$ cat src/rtl/nrisc_pkg.sv
// Shared N-RISC definitions: fetch FSM states, default widths and reset PC.
package nrisc_pkg;

    localparam int               LARGURA_PC_PADRAO    = 8;
    localparam int               LARGURA_INSTR_PADRAO = 8;
    localparam int               LARGURA_BUSCAS       = 16;
    localparam int unsigned      PC_INICIAL_PADRAO    = 0;

    typedef enum logic [1:0] {
        OCIOSO  = 2'd0,
        BUSCA   = 2'd1,
        ENTREGA = 2'd2
    } estado_t;

endpackage

$ cat src/rtl/unidade_busca_registrador_pc.sv
// Program-counter register: async active-low reset, load enable and a
// combinational +1 output that wraps modulo 2^LARGURA.
module registrador_pc #(
    parameter int                 LARGURA     = 8,
    parameter logic [LARGURA-1:0] VALOR_RESET = '0
) (
    input  logic               clock,
    input  logic               reset_n,
    input  logic               carrega,
    input  logic [LARGURA-1:0] d,
    output logic [LARGURA-1:0] q,
    output logic [LARGURA-1:0] q_mais_um
);

    always_ff @(posedge clock or negedge reset_n) begin
        if (!reset_n)
            q <= VALOR_RESET;
        else if (carrega)
            q <= d;
    end

    assign q_mais_um = q + LARGURA'(1);

endmodule

$ cat src/rtl/unidade_busca.sv
// Instruction-fetch sequencer: req/ack memory read, valid/ready delivery to decode.
// Optional 16-bit saturating fetch counter on port buscas: UNIDADE_BUSCA_CONTADOR_BUSCAS_EN.
module unidade_busca
    import nrisc_pkg::*;
#(
    parameter int          LARGURA_PC    = LARGURA_PC_PADRAO,
    parameter int          LARGURA_INSTR = LARGURA_INSTR_PADRAO,
    parameter int unsigned PC_INICIAL    = PC_INICIAL_PADRAO
) (
    input  logic                     clock,
    input  logic                     reset_n,
    input  logic                     habilita,
    output logic                     mem_req,
    output logic [LARGURA_PC-1:0]    mem_endereco,
    input  logic                     mem_ack,
    input  logic [LARGURA_INSTR-1:0] mem_dado,
    output logic [LARGURA_INSTR-1:0] instrucao,
    output logic                     instr_valido,
    input  logic                     instr_pronto,
    output logic [LARGURA_PC-1:0]    pc,
    output logic [LARGURA_PC-1:0]    pc_incrementado,
    input  logic [LARGURA_PC-1:0]    proximo_pc
`ifdef UNIDADE_BUSCA_CONTADOR_BUSCAS_EN
    ,
    output logic [LARGURA_BUSCAS-1:0] buscas
`endif
);

    localparam logic [LARGURA_PC-1:0] PC_RESET = LARGURA_PC'(PC_INICIAL);

    estado_t estado, proximo_estado;
    logic    captura;
    logic    entrega;

    always_ff @(posedge clock or negedge reset_n) begin
        if (!reset_n)
            estado <= OCIOSO;
        else
            estado <= proximo_estado;
    end

    // habilita is only sampled at the two exits, so a fetch in flight
    // always completes its delivery before the unit parks.
    always_comb begin
        proximo_estado = estado;
        captura        = 1'b0;
        entrega        = 1'b0;
        case (estado)
            OCIOSO: begin
                if (habilita)
                    proximo_estado = BUSCA;
            end
            BUSCA: begin
                if (mem_ack) begin
                    captura        = 1'b1;
                    proximo_estado = ENTREGA;
                end
            end
            ENTREGA: begin
                if (instr_pronto) begin
                    entrega        = 1'b1;
                    proximo_estado = habilita ? BUSCA : OCIOSO;
                end
            end
            default: proximo_estado = OCIOSO;
        endcase
    end

    // Pure decodes of the state register: they follow reset asynchronously
    // and are mutually exclusive by construction.
    assign mem_req      = (estado == BUSCA);
    assign instr_valido = (estado == ENTREGA);

    always_ff @(posedge clock or negedge reset_n) begin
        if (!reset_n)
            instrucao <= '0;
        else if (captura)
            instrucao <= mem_dado;
    end

    registrador_pc #(
        .LARGURA     (LARGURA_PC),
        .VALOR_RESET (PC_RESET)
    ) u_registrador_pc (
        .clock     (clock),
        .reset_n   (reset_n),
        .carrega   (entrega),
        .d         (proximo_pc),
        .q         (pc),
        .q_mais_um (pc_incrementado)
    );

    assign mem_endereco = pc;

`ifdef UNIDADE_BUSCA_CONTADOR_BUSCAS_EN
    logic [LARGURA_BUSCAS-1:0] contador;

    always_ff @(posedge clock or negedge reset_n) begin
        if (!reset_n)
            contador <= '0;
        else if (entrega && (contador != {LARGURA_BUSCAS{1'b1}}))
            contador <= contador + LARGURA_BUSCAS'(1);
    end

    assign buscas = contador;
`endif

endmodule
$ cat config.mk
export PLATFORM = sky130hd
export DESIGN_NAME = unidade_busca
export DESIGN_NICKNAME = d
export VERILOG_FILES = /design/src/rtl/nrisc_pkg.sv /design/src/rtl/unidade_busca_registrador_pc.sv /design/src/rtl/unidade_busca.sv
export SDC_FILE = /design/constraint.sdc
export NUM_CORES = 1
export LEC_CHECK = 0
export BUFFER_PORTS_ARGS = -buffer_cell sky130_fd_sc_hd__clkbuf_2
export CORE_ASPECT_RATIO = 1.25
export CORE_MARGIN = 2
export CORE_UTILIZATION = 44
export DETAILED_ROUTE_END_ITERATION = 10
export MAX_ROUTING_LAYER = met4
export PLACE_DENSITY = 0.87
export SETUP_SLACK_MARGIN = 0.15
export SLEW_MARGIN = 20
export SYNTH_ARGS = -nofsm -noshare
export SYNTH_HDL_FRONTEND = slang
export SYNTH_HIERARCHICAL = 1
export SYNTH_SLANG_ARGS = --single-unit
$ cat constraint.sdc
create_clock -name clock -period 2.2 [get_ports clock]
set_clock_uncertainty 0.2 [all_clocks]
set_input_delay 0.22 -clock clock [delete_from_list [all_inputs] [get_ports clock]]
set_output_delay 0.22 -clock clock [all_outputs]
set_load 0.05 [all_outputs]
### Word-level counts from Yosys, hierarchy flattened

Cells that the tools add are included.
W data, S select, Z words.

| word-level totals | value |
|---|---|
| register bits | 18 |
| output and inout bits | 34 |

| operators by class | value |
|---|---|
| equality and inequality tests | 5 |
| reductions and logical operators | 2 |
| muxes and demuxes | 9 |
| $add $sub $neg | 1 |

Operators with widths:

| operator | number |
|---|---|
| $add A8 B1 Y8 const B | 1 |
| $mux W2 | 3 |
| $pmux W2 S3 | 1 |
| $mux W1 | 5 |
| $ne A2 B1 Y1 const B | 2 |
| $reduce_and A3 Y1 | 1 |
| $eq A2 B1 Y1 const B | 1 |
| $eq A2 B2 Y1 const B | 1 |
| $logic_not A2 Y1 | 1 |
| $ne A2 B2 Y1 const B | 1 |

### Longest topological paths before layout

| depth | value |
|---|---|
| word-level depth | 3 |
| depth in mapped cells | 5 |

### Modules after synthesis

The synthesis kept the hierarchy.

By module, submodules not included:

| module | area each (um2) | times used | cells each | seq. area each (um2) |
|---|---|---|---|---|
| unidade_busca | 469.2 | 1 | 35 | 250.2 |
| registrador_pc | 409.1 | 1 | 34 | 200.2 |

### Worst setup path after synthesis

Ideal clock, no wire load.

| timing | value |
|---|---|
| path kind | reg-to-output |
| start | register u_registrador_pc.q[1] |
| end | output pc_incrementado[4] |
| buffers on the path | 0 |
| required time | 1.780 ns |
| arrival time | 1.923 ns |
| slack | -0.143 ns |
| stages on the path, launching flop included | 4 |
| cell sequence | dfrtp_1 > ha_1 > nand3_1 > xnor2_1 |

| on the way | value |
|---|---|
| word-level cells in the longest chain between the ends | 1 |

RTL lines:

| what | line | text |
|---|---|---|
| start, declared | unidade_busca_registrador_pc.sv:11 | `output logic [LARGURA-1:0] q,` |
| start signal, assigned | unidade_busca_registrador_pc.sv:17 | `q <= VALOR_RESET;` |
| start signal, assigned | unidade_busca_registrador_pc.sv:19 | `q <= d;` |
| $add A8 B1 Y8 | unidade_busca_registrador_pc.sv:22 | `assign q_mais_um = q + LARGURA'(1);` |
| end, declared | unidade_busca.sv:21 | `output logic [LARGURA_PC-1:0] pc_incrementado,` |

No other way between the ends.

### Worst setup path in the final report

| timing | value |
|---|---|
| start | register u_registrador_pc.q[0] |
| end | output pc_incrementado[6] |

The elaborated chain is that of the path after synthesis.

==> qor.yml <==
status: "finished clean"
syn_inst: 69
crit_family: "flip-flops"
nFillCells: 138
synth_warnings: 6
synth.net_count: 91
synth_top_area_share_pct: 51.3
endpoint_kind: "output pin"
slew_headroom_pct: 69.3
cts_max_path_buffers: 2
globalRouteOverflowTotal: 0
synth_top_cell_by_area: "dfrtp_1"
min_period_over_period_pct: 91.9
syn_area_um2: 878
instances_no_fill: 155
num_vias: 756
post-synth-top-count-cell: "dfrtp_1"
syn_to_final_growth_pct: 59.0
min_path_type: "in2reg"
synth_common_cells: "dfrtp_1 (18), mux2_2 (15), buf_4 (8)"
core.rowCount: 18
synth-main-ff-cell: "dfrtp_1"
path_class: "reg2out"
initial_core_util_pct: 45.3
cp_data_arrival_time_ps: 1600
cts_root_buf: "clkbuf_4"
grt_pass1_wl_um: 3140
antenna_found_initial: 0
crit_chain: "ha_1, nand3_1, xnor2_4, clkbuf_4"
grt_usage_pct: 18.6
placedCellCount: 134
core_area_um2: 1940
cp-start-kind: "flop"
top_level_ports: 55
nNetsFinal: 159
insertion_delay_ps: 280
gp_congestion: 0.785
ys_ff_latch: 18
ys_types: 21
critPathMaxStageDelay_ps: 430
placed_cell_area_um2: 1180
grt_pass1_vias: 800
drc: 0
worst_pin_slew_ps: 460
die_h_um: 54.0
post_route_cells_drive_above_1_share_pct: 62.2
dp_hpwl_um: 1440
cts_post_setup_buffers_inserted: 0
hold_viol: 0
synth-async-reset-ratio_pct: 100
grt_max_degree: 19
numPortBuffers: 54
synth_top_cells_by_area: "dfrtp_1 (51%), mux2_2 (19%), buf_4 (6.8%), xnor2_1 (3.0%), xor2_1 (3.0%)"
dieArea_um2: 2370
clock_sinks: 18
period_minus_slack_ps: 2020
required_ps: 1780
setup_viol: 0
hold_ws_ps: 64.5
n_antenna_cell: 0
design_area_um2: 1400
drt_iter0_drc: 5
synth-edff-count: 0
cts.htree.levels: 1
crit_path_top_delay_cell: "dfrtp_1"
synth.avg_cell_area_um2: 12.7
critical_path_peak_fanout: 5
fmax_mhz: 495
via_per_inst: 4.88
drv_slew: 0
rsz0062_at_grt: "true"
wl_per_cell_um: 13.0
finalWirelength_um: 2020
cts.clk_slew.worst_paths_ps: 90
cts_tree: "built"
numCtsBuffers: 3
die_w_um: 44.0
path_buf_inv: 1
yosysSeqAreaShare_pct: 51.3
fin_setup_tns_ps: 0
detail-route-antenna-nets: 0
max_cap_viol_count: 0
dr.pass1.iters: 4
registers in the layout (all words and copies together), names as in the netlist:
name / flops
estado: 2
instrucao: 8
u_registrador_pc/q: 8
area by class of cell:
class	instances	area [µm²]	area share (%)
Tap cell	20	25.0	1.79
Multi-Input combinational cell	39	425	30.5
Sequential cell	18	454	32.5
Timing Repair Buffer	72	458	32.8
Inverter	3	11.3	0.806
Clock buffer	3	22.5	1.61
kinds of logic (layout without fill, tap and decap cells):
logic type,Yosys count,count (layout),share of synthesized area [%]
DFF,18,18,51.3
muxes,15,15,19.2
and+or+nand+nor,14,14,11.1
buffers and inverters,12,78,8.69
xor gates and xnor gates,6,6,5.98
AOI/OAI and AO/OA,3,3,2.28
adders and majority gates,1,1,1.42
worst min-delay path, cell delays in order:
cell	delay [ps]
clkbuf_2	120
inv_1	50
a32o_1	120
final timing paths:
check	startpoint	to	slack, ps	depth (start not counted)
worst max-delay path	u_registrador_pc/q[0]$_DFFE_PN0P_	pc_incrementado[6]	180	4
worst min-delay path	mem_ack	estado[0]$_DFFE_PN0P_	60	3
worst max register to register	estado[0]$_DFFE_PN0P_	u_registrador_pc/q[7]$_DFFE_PN0P_	490	3
worst min register to register	instrucao[1]$_DFFE_PN0P_	instrucao[1]$_DFFE_PN0P_	320	1
max in group asynchronous	reset_n	u_registrador_pc/q[6]$_DFFE_PN0P_	1240	2
min in group asynchronous	reset_n	instrucao[1]$_DFFE_PN0P_	220	2
cells in the final DEF, fill, tap and decap left out, types with 3 or more instances in the layout:
| master | n |
|---|---|
| clkbuf_2 | 50 |
| clkbuf_4 | 6 |
| dfrtp_1 | 15 |
| dfrtp_2 | 3 |
| dlygate4sd3_1 | 18 |
| inv_1 | 3 |
| mux2_2 | 15 |
| nand2_1 | 3 |
timing repair:
action | in CTS | in global routing
gates resized for setup | 3 | 7
setup endpoints to repair | 3 | 4
hold buffers | 18 | 0
pin swaps | 0 | 1
endpoints found under the hold margin | 35 | 0
metrics by stage:
step	utilization, %	worst slack, ps
finish	72.1	179
global route	72.1	103
CTS	71.7	115
detailed placement	60.7	322
global placement	60.7	375
floorplan	-	104
metal layers:
layer | vias to the layer above | wire length, µm | global-route usage [%]
li1 | 359 | - | -
met1 | 347 | 748 | 17.8
met2 | 48 | 1090 | 35.8
met3 | 2 | 161 | 3.36
met4 | 0 | 19 | 8.08
met5 | - | 0 | -
Power is left out: the tool's default activity adds up to more than one toggle a clock period on the data nets, which glitch-free logic cannot reach.
